`src/rtl/ima_stream_tx.sv`:
```
// ima_stream_tx: reads NUM_FRAMES raster images from a synchronous frame
// buffer and streams them to the conv layer with frame/line markers.
// A pixel issued to the RAM in cycle N appears on ena_out/ima_out in N+2.
module ima_stream_tx #(
    parameter int IMA        = 8,
    parameter int W          = 32,
    parameter int H          = 32,
    parameter int NUM_FRAMES = 5,
    parameter int GAP_CYC    = 4,
    parameter int ADDR_W     = 13
) (
    input  logic              clk,
    input  logic              rst_n,
    input  logic              start,
    input  logic [ADDR_W-1:0] base_addr,
    input  logic              hold,
    output logic              rd_en,
    output logic [ADDR_W-1:0] rd_addr,
    input  logic [IMA-1:0]    rd_data,
    output logic [IMA-1:0]    ima_out,
    output logic              ena_out,
    output logic              frame_start_out,
    output logic              line_start_out,
    output logic              frame_end_out,
    output logic              frame_start_dim_out,
    output logic              frame_end_dim_out,
    output logic              busy,
    output logic              done
);

    localparam int COL_W = (W > 1) ? $clog2(W) : 1;
    localparam int ROW_W = (H > 1) ? $clog2(H) : 1;
    localparam int FRM_W = (NUM_FRAMES > 1) ? $clog2(NUM_FRAMES) : 1;
    localparam int GAP_W = (GAP_CYC > 1) ? $clog2(GAP_CYC) : 1;

    typedef enum logic [2:0] {
        S_IDLE  = 3'd0,
        S_RUN   = 3'd1,
        S_GAP   = 3'd2,
        S_DRAIN = 3'd3,
        S_DONE  = 3'd4
    } state_t;

    state_t              r_state;
    logic [ADDR_W-1:0]   r_addr;
    logic [COL_W-1:0]    r_col;
    logic [ROW_W-1:0]    r_row;
    logic [FRM_W-1:0]    r_frm;
    logic [GAP_W-1:0]    r_gap;
    logic                r_drain;
    logic                r_busy;
    logic                r_done;

    // Marker order everywhere: {frame_start, line_start, frame_end, fs_dim, fe_dim}
    logic                r_s1_vld;
    logic [4:0]          r_s1_mk;
    logic                r_ena;
    logic [4:0]          r_mk;
    logic [IMA-1:0]      r_ima;

    logic                w_issue;
    logic                w_col_last;
    logic                w_row_last;
    logic                w_frm_last;
    logic                w_line_start;
    logic                w_frame_start;
    logic                w_frame_end;
    logic [4:0]          w_mk;

    assign w_issue       = (r_state == S_RUN) && !hold;
    assign w_col_last    = (r_col == COL_W'(W - 1));
    assign w_row_last    = (r_row == ROW_W'(H - 1));
    assign w_frm_last    = (r_frm == FRM_W'(NUM_FRAMES - 1));
    assign w_line_start  = (r_col == COL_W'(0));
    assign w_frame_start = w_line_start && (r_row == ROW_W'(0));
    assign w_frame_end   = w_col_last && w_row_last;
    assign w_mk          = {w_frame_start, w_line_start, w_frame_end,
                            w_frame_start && (r_frm == FRM_W'(0)),
                            w_frame_end && w_frm_last};

    // Sequencer: run state, raster counters and the running read address.
    always_ff @(posedge clk) begin
        if (!rst_n) begin
            r_state <= S_IDLE;
            r_addr  <= '0;
            r_col   <= '0;
            r_row   <= '0;
            r_frm   <= '0;
            r_gap   <= '0;
            r_drain <= 1'b0;
            r_busy  <= 1'b0;
            r_done  <= 1'b0;
        end else begin
            case (r_state)
                S_IDLE: begin
                    r_done <= 1'b0;
                    if (start) begin
                        r_state <= S_RUN;
                        r_addr  <= base_addr;
                        r_col   <= '0;
                        r_row   <= '0;
                        r_frm   <= '0;
                        r_busy  <= 1'b1;
                    end
                end
                S_RUN: begin
                    if (w_issue) begin
                        // Frames are contiguous, so the address simply counts up.
                        r_addr <= r_addr + ADDR_W'(1);
                        if (w_col_last) begin
                            r_col <= '0;
                            if (w_row_last) begin
                                r_row <= '0;
                                if (w_frm_last) begin
                                    r_frm   <= '0;
                                    r_drain <= 1'b0;
                                    r_state <= S_DRAIN;
                                end else begin
                                    r_frm <= r_frm + FRM_W'(1);
                                    r_gap <= '0;
                                    if (GAP_CYC == 0) begin
                                        r_state <= S_RUN;
                                    end else begin
                                        r_state <= S_GAP;
                                    end
                                end
                            end else begin
                                r_row <= r_row + ROW_W'(1);
                            end
                        end else begin
                            r_col <= r_col + COL_W'(1);
                        end
                    end
                end
                S_GAP: begin
                    if (r_gap == GAP_W'(GAP_CYC - 1)) begin
                        r_state <= S_RUN;
                    end else begin
                        r_gap <= r_gap + GAP_W'(1);
                    end
                end
                S_DRAIN: begin
                    // Two cycles let the last issued pixel reach ena_out.
                    if (r_drain) begin
                        r_state <= S_DONE;
                        r_done  <= 1'b1;
                    end else begin
                        r_drain <= 1'b1;
                    end
                end
                S_DONE: begin
                    r_done  <= 1'b0;
                    r_busy  <= 1'b0;
                    r_state <= S_IDLE;
                end
                default: begin
                    r_state <= S_IDLE;
                    r_busy  <= 1'b0;
                    r_done  <= 1'b0;
                end
            endcase
        end
    end

    // Two-stage output pipeline keeping markers aligned with their pixel.
    always_ff @(posedge clk) begin
        if (!rst_n) begin
            r_s1_vld <= 1'b0;
            r_s1_mk  <= 5'd0;
            r_ena    <= 1'b0;
            r_mk     <= 5'd0;
            r_ima    <= '0;
        end else begin
            r_s1_vld <= w_issue;
            r_s1_mk  <= w_issue ? w_mk : 5'd0;
            r_ena    <= r_s1_vld;
            r_mk     <= r_s1_vld ? r_s1_mk : 5'd0;
            if (r_s1_vld) begin
                r_ima <= rd_data;
            end else begin
                r_ima <= r_ima;
            end
        end
    end

    assign rd_en               = w_issue;
    assign rd_addr             = r_addr;
    assign ima_out             = r_ima;
    assign ena_out             = r_ena;
    assign frame_start_out     = r_mk[4];
    assign line_start_out      = r_mk[3];
    assign frame_end_out       = r_mk[2];
    assign frame_start_dim_out = r_mk[1];
    assign frame_end_dim_out   = r_mk[0];
    assign busy                = r_busy;
    assign done                = r_done;

endmodule

```
`config.mk`:
```
export PLATFORM = sky130hd
export DESIGN_NAME = ima_stream_tx
export DESIGN_NICKNAME = d
export VERILOG_FILES = /design/src/rtl/ima_stream_tx.sv
export SDC_FILE = /design/constraint.sdc
export NUM_CORES = 1
export LEC_CHECK = 0
export CAP_MARGIN = 20
export CELL_PAD_IN_SITES_DETAIL_PLACEMENT = 0
export CELL_PAD_IN_SITES_GLOBAL_PLACEMENT = 1
export CORE_AREA = 2 2 90 92
export CTS_BUF_LIST = sky130_fd_sc_hd__clkbuf_8
export DETAILED_ROUTE_END_ITERATION = 6
export DIE_AREA = 0 0 92 94
export PLACE_DENSITY = 0.74
export SKIP_CTS_REPAIR_TIMING = 1
export SLEW_MARGIN = 20
export SYNTH_ARGS = -nofsm -noshare
export SYNTH_HDL_FRONTEND = slang
export SYNTH_SLANG_ARGS = --single-unit
```
`constraint.sdc`:
```
create_clock -name clk -period 3.95 [get_ports clk]
set_clock_uncertainty 0.2 [all_clocks]
set_input_delay 0.79 -clock clk [delete_from_list [all_inputs] [get_ports clk]]
set_output_delay 0.79 -clock clk [all_outputs]
set_load 0.01 [all_outputs]
```
# ---- Yosys cells after proc, flatten, opt, wreduce, memory -nomap -nowiden
# Index checks and enable logic that the tools add are counted.
dict set report totals {
  regBits 54
  out_inout_bits 30
  word_cells 102
}
dict set report op_classes {
  n_addsub 5
  eq_ne 16
  muxes 40
  n_bitwise 2
  reduce_logical 25
}
# operator n
set op_table {}
lappend op_table {{two-way mux 3 bit} 11}
lappend op_table {{two-way mux 5 bit} 6}
lappend op_table {{two-way mux 13 bit} 2}
lappend op_table {{one-hot mux 13 bit (2 select lines)} 1}
lappend op_table {{one-hot mux 5 bit (2 select lines)} 2}
lappend op_table {{inequality test 2 bit, second input constant} 9}
lappend op_table {{adder 13 x 1 -> 13 bit, second input constant} 1}
lappend op_table {{one-hot mux 3 bit (4 select lines)} 1}
lappend op_table {{AND reduction 6 bit} 2}
lappend op_table {{adder 5 x 1 -> 5 bit, second input constant} 2}
lappend op_table {{equality test 5 bit, second input constant} 2}
lappend op_table {{logical NOT 5 bit} 2}
lappend op_table {{two-way mux 2 bit} 5}
lappend op_table {{AND reduction 5 bit} 2}
lappend op_table {{AND reduction 2 bit} 4}
lappend op_table {{two-way mux 1 bit} 7}
lappend op_table {{equality test 3 x 2 -> 1 bit, second input constant} 2}
lappend op_table {{logical NOT 3 bit} 2}
lappend op_table {{one-hot mux 1 bit (2 select lines)} 3}
lappend op_table {{one-hot mux 3 bit (2 select lines)} 1}
lappend op_table {{nonzero test 2 bit} 3}
lappend op_table {{logical AND 1 bit} 5}
lappend op_table {{one-hot mux 2 bit (2 select lines)} 1}
lappend op_table {{AND reduction 4 bit} 1}
lappend op_table {{other kinds (10)} 11}

# ---- Longest topological paths before layout
dict set report depth {
  ltp_word 6
  depth_mapped 7
  mapped_depth_nobuf 7
}

# ---- Least setup slack after synthesis
# Ideal clock, no wire load.
dict set report synth_timing {
  path_kind {reg-to-output}
  startpoint {register r_state[1]}
  endpoint {output port rd_en}
  arrival_ns 1.319
  required_time_ns 2.960
  setup_slack_ns 1.641
  stages_incl_launch_ff 6
  n_path_buf 3
  cell_sequence {dfxtp_1 > buf_4 > or3b_4 > buf_6 > clkbuf_1 > nor2_1}
}
dict set report synth_via {
  elab_chain_cells 2
}
# element line_no
set synth_lines {}
lappend synth_lines {{start, declared} 44} ;# state_t r_state;
lappend synth_lines {{start signal, assigned} 84} ;# r_state <= S_IDLE;
lappend synth_lines {{start signal, assigned} 98} ;# r_state <= S_RUN;
lappend synth_lines {{start signal, assigned} 117} ;# r_state <= S_DRAIN;
lappend synth_lines {{equality test 3 x 1 -> 1 bit} 70} ;# assign w_issue = (r_state == S_RUN) && !hold;
lappend synth_lines {{logical AND 1 bit} 70}
lappend synth_lines {{end, declared} 17} ;# output logic rd_en,
# Every way passes these cells.

# ---- Worst setup path after layout
dict set report layout_timing {
  startpoint {register r_state[0]}
  endpoint {output port rd_en}
}
# Same word-level chain as after synthesis.

==> metrics.yaml <==
sta:
  drv_slew: 0
  fmax_mhz: 313
  period_minus_slack_ns: 3.20
  finalCritPeriodShare_pct: 80.9
  rsz0062_at_grt: "false"
  tns_ns: 0
  setup_violations: 0
  finalHoldViolCount: 0
  max_slew.worst_pin.slew_ns: 0.601
  relSlewSlack_pct: 59.8
detailed_routing:
  dr.pass1.iters: 4
  wire_per_inst_um: 13.1
  drc_errors: 0
  drt_iter0_markers: 59
  antenna_left: 0
  drt-total-wl_um: 5790
  vias: 2199
  post_drt_via_cell_ratio: 4.96
global_routing:
  grt_pass1_wl_um: 9730
  grt_pass1_vias: 2100
  grt_max_degree: 32
  grtUsageTotal_pct: 13.8
  antenna_found_initial: 0
  gr-total-overflow: 0
floorplan:
  num_rows: 32
  die_y_um: 94
  io_pins: 55
  die_w_um: 92
  dieArea_um2: 8650
  coreArea_um2: 7610
  start_util_pct: 34.5
place:
  place_congestion: 0.779
  place_hpwl_um: 4010
  port-buffer-count: 54
setup_path:
  cp_max_fo: 31
  path_class: "reg2out"
  cp-startpoint: "r_state[0]"
  critPathLaunchType: "register"
  crit_arrival_ns: 2.21
  critPathCaptureType: "output pin"
  worstPathRequired_ns: 2.96
  r2r-start: "r_col[0]"
final_layout:
  fin_nets: 375
  drive_gt1_share_pct: 6.16
  synthToLayoutAreaGrowth_pct: 25.0
  antennaDiodeCount: 0
  fillers: 783
yosys:
  synth_top_family_by_area: "simple AND/OR/NAND/NOR gates"
  async_flop_share_pct: 0
  ys_warn_count: 0
  ys_ff_latch: 54
  synthXorXnorAreaFrac_pct: 2.00
  synth_area_per_cell_um2: 8.97
  synth-main-ff-cell: "dfxtp_1"
  synth_adder_area_share_pct: 4.76
  synth_compound_area_share_pct: 15.9
  synthSimpleGateAreaFrac_pct: 23.6
  syn_nets: 328
  ys_types: 55
  synth_mux_area_share_pct: 5.43
  ys_seq_area_share_pct: 41.1
  synth_edf_count: 0
  synthTopCellsByArea: "dfxtp_1 41%, ha_1 4.8%, mux2i_1 4.6%, a21oi_1 4.4%, nand2_1 3.6%"
  synthCells: 293
  post-synth-top-area-fraction_pct: 41.1
  synth_top_area_cell: "dfxtp_1"
  netlist_area_um2: 2630
pwr:
  p_per_area_nw_per_um2: 329
  vdd_drop_max_mv: 0.154
  p_sw_mw: 0.301
  pwr-share-comb_pct: 14.6
  power_frac_seq_pct: 54.3
  clkPwrFrac_pct: 31.1
  swShare_pct: 27.9
  intPower_mw: 0.779
  total_power_mw: 1.08
  leakage_nw: 1.17
clock_tree:
  cts_max_level: 2
  clk_latency_ns: 0.32
  clock_path_buffers: 2
  cts-root-buf: "clkbuf_8"
  clk_pin_slew_worst_paths_ns: 0.11
  cts.sinks: 54
  numCtsBuffers: 5
  cts_tree: "done"
run:
  max-cap-violations: 0
outcome:
  status: "complete, no violations"
hold_path:
  hp-start: "r_col[4]"
  hp-class: "reg2reg"
[layout make-up]
cell class	instances	area, µm²	share of cell area, %
clock inverter	3	28.8	0.877
inverter	15	56.3	1.71
multi-input combinational	207	1360	41.3
sequential	54	1080	32.9
tap	102	128	3.89
timing repair buffer	57	563	17.1
clock buffer	5	68.8	2.10
[worst paths after layout]
check / end / slack, ns / depth (start not counted)
max: rd_en / 0.75 / 3
min reg2reg: r_col[4] / 0.27 / 2
min: r_col[4] / 0.27 / 2
max reg2reg: r_frm[2] / 1.65 / 7
[state kept, by name, summed over array words and instances, names as in the netlist]
name,flops
r_drain,1
busy,1
ena_out,1
r_col,5
r_s1_mk,5
r_row,5
ima_out,8
r_frm,3
done,1
r_gap,2
r_s1_vld,1
rd_addr,13
r_mk,5
r_state,3
[metal layers]
layer | wire [µm] | global-route usage, % | up-vias
li1 | - | - | 1131
met1 | 2720 | 17.2 | 1022
met2 | 2790 | 24.3 | 41
met3 | 219 | 2.81 | 5
met4 | 57 | 3.36 | 0
met5 | 0 | 0 | -
[stage by stage]
step	utilization [%]	hold slack [ns]	instance area, µm²	setup WS (ns)	std cells
after global placement	41.9	0.251	3190	0.944	435
after detailed placement	41.9	0.254	3190	0.941	435
after CTS	43.2	0.275	3280	0.736	443
after global routing	43.2	0.294	3280	0.665	443
final	43.2	0.274	3280	0.753	443
after floorplan	-	0.241	2630	1.64	293
[critical path: stages, from the launching register on]
cell and delay (ns):
dfxtp_1 0.59, or3b_4 0.60, nor2_1 0.14, clkdlybuf4s50_1 0.54
[cells in the final DEF (no fill, tap or decap), drive strengths merged, types with 2 or more instances in the layout]
master / instances
a21o: 4
a31oi: 4
o31ai: 3
or4: 4
o21ai: 10
a21oi: 24
xnor2: 6
nand3b: 4
clkinv: 2
ha: 10
o22ai: 2
nor3b: 3
and3b: 2
and2: 4
nand4: 3
or3: 2
clkdlybuf4s50: 54
and3: 7
nand2b: 6
inv: 16
buf: 3
a211oi: 7
nor4: 5
a311oi: 2
mux2i: 12
nand2: 25
nor3: 6
nand3: 14
nor2: 24
clkbuf: 5
mux2: 2
dfxtp: 54
[logic make-up (layout without fill, tap and decap cells)]
kind of cell,count (synthesis),in the layout
AND/OR/NAND/NOR,114,114
flip-flops,54,54
AO/OA/AOI/OAI,63,63
adder cells (fa/ha/maj),10,10
buffers and inverters,32,80
multiplexers,14,14
XOR/XNOR,6,6
[Yosys cell counts (all sizes together), types with 3 or more instances]
library cell	instances
nor3b	3
inv	15
dfxtp	54
ha	10
nor3	6
a21o	4
or4	4
nand4	3
a211oi	7
nand2	25
o31ai	3
xnor2	6
o21ai	10
mux2i	12
buf	9
nand3	14
a31oi	4
nor4	5
a21oi	24
nand3b	4
nand2b	6
clkbuf	8
and2	4
nor2	24
and3	7
[power groups by stage]
stage | registers [mW] | clock network [mW] | logic [mW]
global route | 0.591 | 0.368 | 0.175
floorplan | 0.599 | 0 | 0.0898
finish | 0.587 | 0.336 | 0.158
detailed placement | 0.599 | 0 | 0.159
global placement | 0.599 | 0 | 0.158
CTS | 0.587 | 0.342 | 0.160
No activity file was read; power rests on OpenSTA's default activity.
==> RTL change: new RTL, same settings <==
Put a register stage on the outputs `rd_en`, `frame_start_out`, `line_start_out`, `frame_end_out`, `frame_start_dim_out` and `frame_end_dim_out`, with the module's reset. The values now appear one clock later. The other outputs are not delayed to match.
--- a/src/rtl/ima_stream_tx.sv
+++ b/src/rtl/ima_stream_tx.sv
@@ -183,15 +183,26 @@
         end
     end
 
-    assign rd_en               = w_issue;
     assign rd_addr             = r_addr;
     assign ima_out             = r_ima;
     assign ena_out             = r_ena;
-    assign frame_start_out     = r_mk[4];
-    assign line_start_out      = r_mk[3];
-    assign frame_end_out       = r_mk[2];
-    assign frame_start_dim_out = r_mk[1];
-    assign frame_end_dim_out   = r_mk[0];
+    always_ff @(posedge clk) begin
+        if (!rst_n) begin
+            rd_en               <= '0;
+            frame_start_out     <= '0;
+            line_start_out      <= '0;
+            frame_end_out       <= '0;
+            frame_start_dim_out <= '0;
+            frame_end_dim_out   <= '0;
+        end else begin
+            rd_en               <= w_issue;
+            frame_start_out     <= r_mk[4];
+            line_start_out      <= r_mk[3];
+            frame_end_out       <= r_mk[2];
+            frame_start_dim_out <= r_mk[1];
+            frame_end_dim_out   <= r_mk[0];
+        end
+    end
     assign busy                = r_busy;
     assign done                = r_done;
 
Behaviour: not the same (a bounded check fails within 4 cycles, from zero or initial values and one cycle with rst_n low).
==> RTL change against the unedited design <==
  * Critical path depth fell by 2
  * Power rose by 28%
  * Synthesized area rose by 5.4%
  * Non-clock buffer count rose by 3
  * Worst setup slack improved by 0.50 ns
  * Final area rose by 8.6%
  * Wire length rose by 12%
  * Combinational power rose by 54%
  * Core utilization rose by 3.7 points
  * Register-to-register slack got worse by 0.15 ns
  * Sequential cell count rose by 5
  * Fmax rose by 18%
  * Count of clock-buffer cells in the layout rose by 4
==> RTL change: results (changes against the unedited design) <==
vias in the first global route=2236 (+6.5%); Hold Path Cell Cnt=1 (-1); Reg clk slew, reported paths=0.07 ns (-0.04 ns); Syn Nets=348 (+6.1%); r2r setup slk=1.50 ns (-0.15 ns); Leak=1.30 nW (+11%); Reg2Reg Launch Point=r_state[0]$_SDFFE_PN0P_; largest delay contributor family on the critical path=flip-flops; Synth area leaders=dfxtp_1, ha_1, mux2i_1; Worst Path Arrival=1.71 ns (-0.50 ns); drt total wl=6490 um (+12%); nets=402 (+7.2%); Worst Hold Margin=0.231 ns (-0.0429 ns); total track usage=0.160 (+0.0225); startpoint of the worst hold path=r_mk[0]$_SDFF_PN0_; CP startpoint=rd_en$_SDFF_PN0_; Distinct cells, synth=58 (+5.5%); most common library cells after synthesis=dfxtp_1, nand2_1, a21oi_1; worst slew pin tran=0.959 ns (+0.358 ns); Vias per Instance=5.02 (+1.1%); Hold Crit Endpoint=frame_end_dim_out$_SDFF_PN0_; Seq/Total Area, Yosys=0.426 (+0.0149); first-pass GRT wire length=11000 um (+13%); status=finished, final reports clean; Max VDD drop=0.132 mV (-15%); worst reg2reg path depth=4 (-3); H-tree depth=3 (+1); crit path max fanout=15 (-52%); R2R Path End=rd_addr[12]$_SDFFE_PN0P_; largest net degree at the start of global routing=30 (-6.3%); final RePlAce weighted congestion=0.818 (+5.1%); IO buf count=54 (unchanged); Slowest cell on crit path=dfxtp_1; layout cells sized above 1=0.0836 (+0.0220); initial drt markers=86 (+46%); delay of the slowest critical-path stage=0.72 ns (+0.12 ns); detailed placement HPWL=4470 um (+12%); CTS buffer count=9 (+4)
[RTL change: area by class of cell]
class	instances	area, um^2
clock buffer	9	124
timing repair buffer	60	586
sequential	59	1180
fill	749	4040
clock inverter	7	47.5
tap	102	128
inverter	11	41.3
multi-input combinational	225	1460
[RTL change: routing by layer]
metal / vias up / track usage / part of all wire
met4: 0 / 0.0709 / 0.0085
met2: 39 / 0.244 / 0.46
met5: - / 0 / 0
met1: 1102 / 0.221 / 0.50
met3: 4 / 0.0289 / 0.036
li1: 1228 / - / -
[RTL change: kinds of logic after synthesis]
kind of cell,share of synthesized area
and+or+nand+nor,0.279
AOI/OAI and AO/OA,0.145
DFF,0.426
buffers and inverters,0.0470
muxes,0.0434
adders and majority gates,0.0497
xor gates and xnor gates,0.00949
[RTL change: through the flow]
stage | cell area (um^2) | std cells | worst slack, ns | power (mW)
after floorplan | 2770 | 312 | 1.78 | 0.819
after global placement | 3390 | 457 | 1.23 | 0.920
after detailed placement | 3390 | 457 | 1.17 | 0.921
after CTS | 3570 | 473 | 1.20 | 1.40
after global routing | 3570 | 473 | 1.15 | 1.46
final | 3570 | 473 | 1.25 | 1.38
[RTL change: power by group]
part / switching, mW / leakage, nW / total [mW] / internal (mW)
registers: 0.0395 / 0.479 / 0.663 / 0.623
clock network: 0.250 / 0.0840 / 0.474 / 0.224
logic: 0.124 / 0.738 / 0.244 / 0.120
total: 0.413 / 1.30 / 1.38 / 0.968
[RTL change: how the worst max path moves through the flow]
stage / endpoint / slack [ns] / cells past startpoint
after detailed placement: r_row[3]$_SDFFE_PN0P_ / 1.17 / 5
after CTS: rd_en / 1.20 / 1
after floorplan: rd_addr[12]$_SDFFE_PN0P_ / 1.78 / 5
after global routing: rd_en / 1.15 / 1
after global placement: rd_addr[12]$_SDFFE_PN0P_ / 1.23 / 6
final: rd_en / 1.25 / 1
[RTL change: worst reg2reg max path: cells and delay by family (launching register included)]
family / cells / cell delay, ns
DFF: 1 / 0.54
and+or+nand+nor: 4 / 1.64
